## config.mk

```make
export PLATFORM = sky130hd
export DESIGN_NAME = q3a_window_gen
export DESIGN_NICKNAME = d
export VERILOG_FILES = /design/src/rtl/q3a_window_gen.sv
export SDC_FILE = /design/constraint.sdc
export NUM_CORES = 1
export LEC_CHECK = 0
export ABC_AREA = 1
export CAP_MARGIN = 5
export CORE_MARGIN = 4
export CORE_UTILIZATION = 40
export CTS_BUF_LIST = sky130_fd_sc_hd__clkbuf_2 sky130_fd_sc_hd__clkbuf_4 sky130_fd_sc_hd__clkbuf_8
export DETAILED_ROUTE_END_ITERATION = 10
export PLACE_DENSITY = 0.59
export RECOVER_POWER = 25
export SKIP_LAST_GASP = 1
export SLEW_MARGIN = 20
export SYNTH_ARGS = -nofsm -noshare
export SYNTH_HDL_FRONTEND = slang
export SYNTH_SLANG_ARGS = --single-unit
```

## constraint.sdc

```tcl
create_clock -name clk -period 3.9 [get_ports clk]
set_input_delay 0.585 -clock clk [delete_from_list [all_inputs] [get_ports clk]]
set_output_delay 0.585 -clock clk [all_outputs]
set_load 0.1 [all_outputs]
```

## src/rtl/q3a_window_gen.sv

```systemverilog
// ---------------------------------------------------------------------------
// q3a_window_gen
//   Stimulus transmitter for the Q3a 2-of-3 window monitor. Requested window
//   results are queued in a small flag FIFO. On a start request the block
//   arms the monitor with a one-cycle s pulse. It then drives w as
//   back-to-back 3-cycle windows. A 1-flag window carries exactly two ones.
//   A 0-flag window carries a count of ones other than two. The block also
//   reports the z value the monitor must produce for each finished window.
//
// Ports
//   clk           single clock, all logic on posedge
//   reset         synchronous, active-high
//   en            start request, sampled only while idle
//   flag_valid    flag push request
//   flag_data     requested window result
//   flag_ready    push accepted when flag_valid && flag_ready (= not full)
//   s             monitor arm pulse
//   w             monitor data bit
//   phase         window position 0..2 (0 outside streaming)
//   exp_z         z the monitor must show this cycle
//   exp_valid     exp_z is meaningful this cycle
//   fifo_count    entries held in the flag FIFO
//   underrun_cnt  windows filled without a queued flag (saturating)
// ---------------------------------------------------------------------------
module q3a_window_gen #(
   parameter int FIFO_DEPTH = 8,
   parameter int CNT_W      = 8
) (
   input  logic                          clk,
   input  logic                          reset,
   input  logic                          en,
   input  logic                          flag_valid,
   input  logic                          flag_data,
   output logic                          flag_ready,
   output logic                          s,
   output logic                          w,
   output logic [1:0]                    phase,
   output logic                          exp_z,
   output logic                          exp_valid,
   output logic [$clog2(FIFO_DEPTH):0]   fifo_count,
   output logic [CNT_W-1:0]              underrun_cnt
);

   localparam int AW = $clog2(FIFO_DEPTH);

   typedef enum logic [1:0] {
      ST_IDLE   = 2'd0,
      ST_START  = 2'd1,
      ST_STREAM = 2'd2
   } state_t;

   state_t               r_state;
   logic [FIFO_DEPTH-1:0] r_mem;
   logic [AW-1:0]        r_wr_ptr;
   logic [AW-1:0]        r_rd_ptr;
   logic [AW:0]          r_count;
   logic                 r_s;
   logic                 r_w;
   logic [1:0]           r_phase;
   logic                 r_exp_z;
   logic                 r_exp_valid;
   logic [CNT_W-1:0]     r_underrun;
   logic                 r_flag;      // flag of the window being driven
   logic [2:0]           r_pat;       // pattern of that window, bit 2 first
   logic [1:0]           r_pos_ptr;   // rotation index for 1-windows (0..2)
   logic [2:0]           r_neg_ptr;   // rotation index for 0-windows (0..4)

   logic                 w_full;
   logic                 w_empty;
   logic                 w_push;
   logic                 w_load;
   logic                 w_pop;
   logic                 w_load_flag;
   logic [2:0]           w_load_pat;

   // Two-ones patterns for a 1-window
   function automatic logic [2:0] pos_pat(input logic [1:0] ptr);
      case (ptr)
         2'd0:    return 3'b110;
         2'd1:    return 3'b101;
         default: return 3'b011;
      endcase
   endfunction

   // Patterns with zero, one or three ones for a 0-window
   function automatic logic [2:0] neg_pat(input logic [2:0] ptr);
      case (ptr)
         3'd0:    return 3'b000;
         3'd1:    return 3'b100;
         3'd2:    return 3'b010;
         3'd3:    return 3'b001;
         default: return 3'b111;
      endcase
   endfunction

   function automatic logic [CNT_W-1:0] sat_inc(input logic [CNT_W-1:0] v);
      return (&v) ? v : v + CNT_W'(1);
   endfunction

   assign w_full      = (r_count == (AW+1)'(FIFO_DEPTH));
   assign w_empty     = (r_count == '0);
   assign w_push      = flag_valid && !w_full;
   // A new window is loaded on the edge that enters its phase-0 cycle
   assign w_load      = (r_state == ST_START) ||
                        ((r_state == ST_STREAM) && (r_phase == 2'd2));
   assign w_pop       = w_load && !w_empty;
   assign w_load_flag = w_empty ? 1'b0 : r_mem[r_rd_ptr];
   assign w_load_pat  = w_load_flag ? pos_pat(r_pos_ptr) : neg_pat(r_neg_ptr);

   // Control state, FIFO bookkeeping and registered outputs
   always_ff @(posedge clk) begin
      if (reset) begin
         r_state     <= ST_IDLE;
         r_wr_ptr    <= '0;
         r_rd_ptr    <= '0;
         r_count     <= '0;
         r_s         <= 1'b0;
         r_w         <= 1'b0;
         r_phase     <= 2'd0;
         r_exp_z     <= 1'b0;
         r_exp_valid <= 1'b0;
         r_underrun  <= '0;
         r_pos_ptr   <= 2'd0;
         r_neg_ptr   <= 3'd0;
      end else begin
         if (w_push) r_wr_ptr <= r_wr_ptr + AW'(1);
         if (w_pop)  r_rd_ptr <= r_rd_ptr + AW'(1);
         case ({w_push, w_pop})
            2'b10:   r_count <= r_count + (AW+1)'(1);
            2'b01:   r_count <= r_count - (AW+1)'(1);
            default: r_count <= r_count;
         endcase

         if (w_load) begin
            r_phase <= 2'd0;
            r_w     <= w_load_pat[2];
            if (w_load_flag)
               r_pos_ptr <= (r_pos_ptr == 2'd2) ? 2'd0 : r_pos_ptr + 2'd1;
            else
               r_neg_ptr <= (r_neg_ptr == 3'd4) ? 3'd0 : r_neg_ptr + 3'd1;
            if (w_empty) r_underrun <= sat_inc(r_underrun);
         end

         case (r_state)
            ST_IDLE: begin
               r_s         <= en;
               r_w         <= 1'b0;
               r_phase     <= 2'd0;
               r_exp_z     <= 1'b0;
               r_exp_valid <= 1'b0;
               if (en) r_state <= ST_START;
            end
            ST_START: begin
               // First phase 0 has no finished window to report
               r_s         <= 1'b0;
               r_exp_z     <= 1'b0;
               r_exp_valid <= 1'b0;
               r_state     <= ST_STREAM;
            end
            ST_STREAM: begin
               r_s <= 1'b0;
               if (r_phase == 2'd2) begin
                  // Monitor registers z, so the result lands in the next phase 0
                  r_exp_z     <= r_flag;
                  r_exp_valid <= 1'b1;
               end else begin
                  r_phase     <= r_phase + 2'd1;
                  r_w         <= (r_phase == 2'd0) ? r_pat[1] : r_pat[0];
                  r_exp_z     <= 1'b0;
                  r_exp_valid <= 1'b0;
               end
            end
            default: r_state <= ST_IDLE;
         endcase
      end
   end

   // FIFO storage and current-window data (no reset needed)
   always_ff @(posedge clk) begin
      if (w_push) r_mem[r_wr_ptr] <= flag_data;
      if (w_load) begin
         r_flag <= w_load_flag;
         r_pat  <= w_load_pat;
      end
   end

   assign flag_ready   = !w_full;
   assign s            = r_s;
   assign w            = r_w;
   assign phase        = r_phase;
   assign exp_z        = r_exp_z;
   assign exp_valid    = r_exp_valid;
   assign fifo_count   = r_count;
   assign underrun_cnt = r_underrun;

endmodule
```

# ---- Yosys cells after proc, flatten, opt, wreduce, memory -nomap -nowiden
# Cells that the tools add are included.
dict set report op_classes {
  addsub 8
  order_cmp 3
  eq_ne 13
  n_mux 26
  bitwise 3
  reduce_logical 22
}
# cell n
set ops {}
lappend ops {{one-hot mux 3 bit (4 select lines)} 1}
lappend ops {{adder 3 x 1 -> 3 bit, second input constant} 3}
lappend ops {{adder 8 x 1 -> 8 bit, second input constant} 1}
lappend ops {{bitwise mux 8 bit} 1}
lappend ops {{equality test 2 bit, second input constant} 4}
lappend ops {{< comparator 3 x 4 -> 1 bit, second input constant} 2}
lappend ops {{2-to-1 mux 1 bit} 8}
lappend ops {{2-to-1 mux 2 bit} 4}
lappend ops {{one-hot mux 1 bit (2 select lines)} 4}
lappend ops {{one-hot mux 4 bit (2 select lines)} 1}
lappend ops {{AND reduction 8 bit} 1}
lappend ops {{equality test 2 x 1 -> 1 bit, second input constant} 3}
lappend ops {{equality test 3 x 2 -> 1 bit, second input constant} 2}
lappend ops {{logical NOT 2 bit} 3}
lappend ops {{2-to-1 mux 3 bit} 2}
lappend ops {{one-hot mux 2 bit (3 select lines)} 1}
lappend ops {{one-hot mux 3 bit (2 select lines)} 1}
lappend ops {{AND reduction 2 bit} 3}
lappend ops {{nonzero test 2 bit} 3}
lappend ops {{adder 2 x 1 -> 2 bit, second input constant} 2}
lappend ops {{adder 4 x 1 -> 4 bit, second input constant} 1}
lappend ops {{equality test 4 bit, second input constant} 1}
lappend ops {{logical AND 1 bit} 4}
lappend ops {{logical NOT 4 bit} 1}
lappend ops {{other kinds (14)} 18}
dict set report totals {
  reg_bits 42
  in_bits 5
  output_inout_bits 19
  elab_cells 90
}

# ---- Longest topological paths before layout
dict set report depth {
  ltp_word 7
  depth_mapped 13
  depth_no_buf 13
}

# ---- Worst setup path before layout
# OpenSTA, ideal clock, no wires.
dict set report synth_path {
  kind {register to register}
  start {reg r_count[3] (netlist: fifo_count[3])}
  end {reg r_count[2] (netlist: fifo_count[2])}
  setup_time_ns 0.115
  t_arrival_ns 3.527
  required_ns 3.785
  slack_ns 0.257
  path_stages_with_launch 10
  n_path_buf 0
  synth_period_minus_slack_ns 3.643
  path_cell_list {dfxtp_1 nand3_1 nand2_1 ha_1 xor2_1 ha_1 a21oi_1 xnor2_1 o21ai_0 inv_1}
}
dict set report synth_via {
  elab_chain_len 5
  elab_cells_between_ends 10
  cone_classes {3 x eq/ne; 1 x mux; 6 x reduce/logical}
}
# element line
set synth_rtl {}
lappend synth_rtl {{start: declaration} 56} ;# logic [AW:0] r_count;
lappend synth_rtl {{start signal: assignment} 129} ;# 2'b10: r_count <= r_count + (AW+1)'(1);
lappend synth_rtl {{start signal: assignment} 130} ;# 2'b01: r_count <= r_count - (AW+1)'(1);
lappend synth_rtl {{start signal: assignment} 131} ;# default: r_count <= r_count;
lappend synth_rtl {{equality test 4 bit *} 100} ;# assign w_full = (r_count == (AW+1)'(FIFO_DEPTH));
lappend synth_rtl {{logical NOT 1 bit *} --}
lappend synth_rtl {{via flag_ready} 34} ;# output logic flag_ready,
lappend synth_rtl {{logical AND 1 bit *} 102} ;# assign w_push = flag_valid && !w_full;
lappend synth_rtl {{equality test 2 x 1 -> 1 bit or equality test 2 bit (tied branches)} 128} ;# case ({w_push, w_pop})
lappend synth_rtl {{one-hot mux 4 bit (2 select lines) or nonzero test 2 bit (tied branches)} --}
# The timed path passes the listed nets; every way through them passes the cells marked *.
# A chain may end at the register's enable or synchronous reset.

# ---- Final worst setup path
dict set report layout_path {
  start {reg r_state[0]}
  end {reg r_count[3] (netlist: fifo_count[3])}
}
dict set report layout_via {
  elab_chain_len 6
  elab_cells_between_ends 9
  cone_classes {4 x eq/ne; 1 x mux; 4 x reduce/logical}
}
# element line
set layout_rtl {}
lappend layout_rtl {{start: declaration} 52} ;# state_t r_state;
lappend layout_rtl {{start signal: assignment} 113} ;# r_state <= ST_IDLE;
lappend layout_rtl {{start signal: assignment} 151} ;# if (en) r_state <= ST_START;
lappend layout_rtl {{start signal: assignment} 158} ;# r_state <= ST_STREAM;
lappend layout_rtl {{equality test 2 bit} 105} ;# ((r_state == ST_STREAM) && (r_phase == 2'd2));
lappend layout_rtl {{logical AND 1 bit} 105}
lappend layout_rtl {{logical OR 1 bit *} 104} ;# assign w_load = (r_state == ST_START) ||
lappend layout_rtl {{via w_load} 71} ;# logic w_load;
lappend layout_rtl {{logical AND 1 bit *} 106} ;# assign w_pop = w_load && !w_empty;
lappend layout_rtl {{via w_pop} 72} ;# logic w_pop;
lappend layout_rtl {{equality test 2 x 1 -> 1 bit or equality test 2 bit (tied branches)} 128}
lappend layout_rtl {{one-hot mux 4 bit (2 select lines) or nonzero test 2 bit (tied branches)} --}
# Marks and branches as above.

==> summary.md <==
| Metric | Value |
|---|---|
| Status | finished clean |
| Die W | 82.2 µm |
| Post-route insts no fill | about 380 |
| Hold path start | exp_valid |
| Clk buf depth | 2 |
| Max Fclk | between 0.3 and 0.4 GHz |
| Cell family with most CP delay | simple AND/OR/NAND/NOR gates |
| Worst Hold Depth | 2 |
| All-layer global routing usage | approximately 14% |
| First-pass DRT Iterations | 4 |
| Sink Count | 42 |
| FF-to-FF End | fifo_count[3] |
| Syn Std Cell Area | roughly 2200 µm² |
| Final Critical Period | about 2700 ps |
| Routed Antenna Nets | 0 |
| DR WL/cell | around 11 µm |
| Initial Util | a little over two fifths |
| Syn_nets | 297 |
| Global-route wire length before repair | slightly above 7000 µm |
| Worst slew pin tran | 970 ps |
| Top cells by area, synth | dfxtp_1, edfxtp_1, nand2_1 |
| Final hold slack | ~460 ps |
| Worst Path Required | between 4000 and 5000 ps |
| Max-slew violations | 0 |
| Hold Path End | exp_valid |
| Arrival time worst endpoint | between 2000 and 3000 ps |
| DR vias/cell | roughly 4.7 |
| Clk_skew | roughly 8.5 ps |
| Startpoint Class | register |
| Share of post-route cells with drive strength above 1 | about 7.5% |
| Vert. Die Dim | between 80 and 90 µm |
| Slowest stage delay, CP | about 350 ps |
| CP max FO | 10 |
| IR drop worst, VDD | 0.442 mV |
| Critical path type | register to register |
| Most frequent cell on the critical path | nand2_1 |
| Max H-tree Level | 2 |
| Area grow syn2layout | 18.3% |
| Total gr overflow | 0 |
| I/O Pins | 24 |
| DR vias | between 1500 and 2000 |
| Pwr dens | around 530 nW/µm² |
| Number of hold buffers added after cts | 0 |
| Residual DRC | 0 |
| Worst path slowest cell | nand2_1 |
| Commonest cells after routing, fill and taps aside | nand2_1, inv_1, a21oi_1, dfxtp_1, nor2_1 |
| Antenna diodes | 0 |
| Worst Path Buf+Inv | 2 |
| Worst Reg-to-Reg Cells | 13 |
| Final worst-path cycle share | 68.7% |
| Vias in the first global route | roughly 1600 |
| CTS Root Cell | clkbuf_8 |
| Area of the die | about 6700 µm² |
| Post-Synthesis Cells | 277 |
| Initial antenna violation count | 0 |
| Commonest non-fill, non-tap cell in the layout | nand2_1 |
| Max Cap Viol | 0 |
| PnR worst setup slack | 1220 ps |
| Area leader, netlist | dfxtp_1 |
| DRT iter0 DRCs | 74 |
| Slew HR | a little over a third |
| RSZ-0062 raised after global routing | false |
| Reg2reg start | r_state[0] |
| Total Routed Length | around 4200 µm |
| Setup slack, reg-to-reg | between 1000 and 1500 ps |
| Setup violators final | 0 |
| Leak | 1.04 nW |
| Placed cell count | around 370 |
| Crit path cell chain | inv_1 -> ha_1 -> nand2_4 -> nand2_1 -> nand2_1 -> inv_2 -> ha_1 -> xor2_1 -> nand3_1 -> a21oi_1 -> nand2_1 -> o21ai_1 -> a21oi_1 |
| Ys Warns | 0 |
| Total negative slack | 0 ps |
| FF+latch count, synth | between 40 and 50 |
| Design Area, Final | around 2600 µm² |
| Crit end category | register |
| Dpl ws | 1520 ps |
| Port Buffer Count | 23 |
| CTS clk-pin slew, worst paths | around 80 ps |
| Syn Area/Cell | 7.94 µm² |
| Seq/Total Area, Yosys | roughly 43% |
| Gp weighted congestion | roughly 0.77 |
| Post-CTS setup buffer count | 0 |
| Yosys top cell area share | between 20% and 30% |
| Layout net count | roughly 330 |
| Post-CTS Resized | 0 |
| Worst skew pair latency | 290 ps |
| Total core area | 5200 µm² |
| Cell Area, Placed | around 2500 µm² |
| Largest net degree at the start of global routing | 17 |
| Row count | 26 |
| CTS tree | built |
| Final hold vios | 0 |
| Netlist cell types | 30 |
| CTS Buf Count | 5 |
| HP Class | register to register |
| Detailed placer's ending HPWL | between 3000 and 4000 µm |
## final cells by class
class                           instances  area [µm²]
Timing Repair Buffer                   24         234
Multi-Input combinational cell        188        1050
Inverter                               45         174
Clock inverter                          3        40.0
Sequential cell                        42         951
Fill cell                             522        2600
Clock buffer                            5        68.8
Tap cell                               70        87.6
## report_power, final
group          total [mW]  switching (mW)  internal, mW
Combinational       0.497           0.357         0.140
Clock               0.338           0.150         0.189
Sequential          0.545          0.0429         0.502
Total                1.38           0.550         0.830
## cells in the mapped netlist (all sizes together)
library cell / n
inv: 45
nand3: 19
dfxtp: 31
nand4: 5
ha: 15
a211oi: 2
clkbuf: 2
xor2: 5
nor2: 24
edfxtp: 11
o21ai: 20
a2111oi: 1
a21oi: 32
nand2: 55
nand3b: 1
o21a: 1
xnor2: 2
or2: 1
nor3: 5
## worst max path at each step
stage | startpoint | endpoint | cells past startpoint
final | r_state[0] | fifo_count[3] | 13
after floorplan | fifo_count[3] | fifo_count[2] | 9
after global placement | flag_valid | fifo_count[2] | 9
after CTS | fifo_count[1] | flag_ready | 3
after detailed placement | flag_valid | fifo_count[2] | 9
after global routing | r_state[0] | fifo_count[2] | 13
## worst reg2reg max path, delay by kind of cell, from the launching register on
family	cells	cell delay, ps
buf+inv	2	250
xor+xnor	1	280
fa+ha+maj	2	560
simple gates	5	850
compound gates	3	300
flops	1	330
## metrics by stage
step / util [%] / total power [mW]
detailed placement: 48.4 / 1.06
CTS: 50.5 / 1.41
global placement: 48.4 / 1.06
floorplan: - / 0.950
global route: 50.0 / 1.48
finish: 50.0 / 1.38
## routing by layer
layer	GRT usage (%)	vias to the layer above	wire, µm
met2	21.6	22	1830
met3	3.69	6	115
li1	-	963	-
met5	0	-	0
met1	18.7	788	2160
met4	4.49	0	55
## state kept, by name (all words and copies together) (netlist names), 2 cells and up
register and flops:
r_wr_ptr 3, r_state 2, r_pos_ptr 2, r_pat 2, r_mem 8, phase 2
underrun_cnt 8, r_rd_ptr 3, fifo_count 4, r_neg_ptr 3
## kinds of logic (layout without fill, tap and decap cells)
family / Yosys count / in the layout / share of synthesized area, %
DFF: 42 / 42 / 43.2
AOI/OAI and AO/OA: 56 / 56 / 13.3
buffers and inverters: 47 / 77 / 8.25
and+or+nand+nor: 110 / 110 / 23.9
xor gates and xnor gates: 7 / 7 / 2.79
adders and majority gates: 15 / 15 / 8.53
Power figures use the tool's default switching activity.
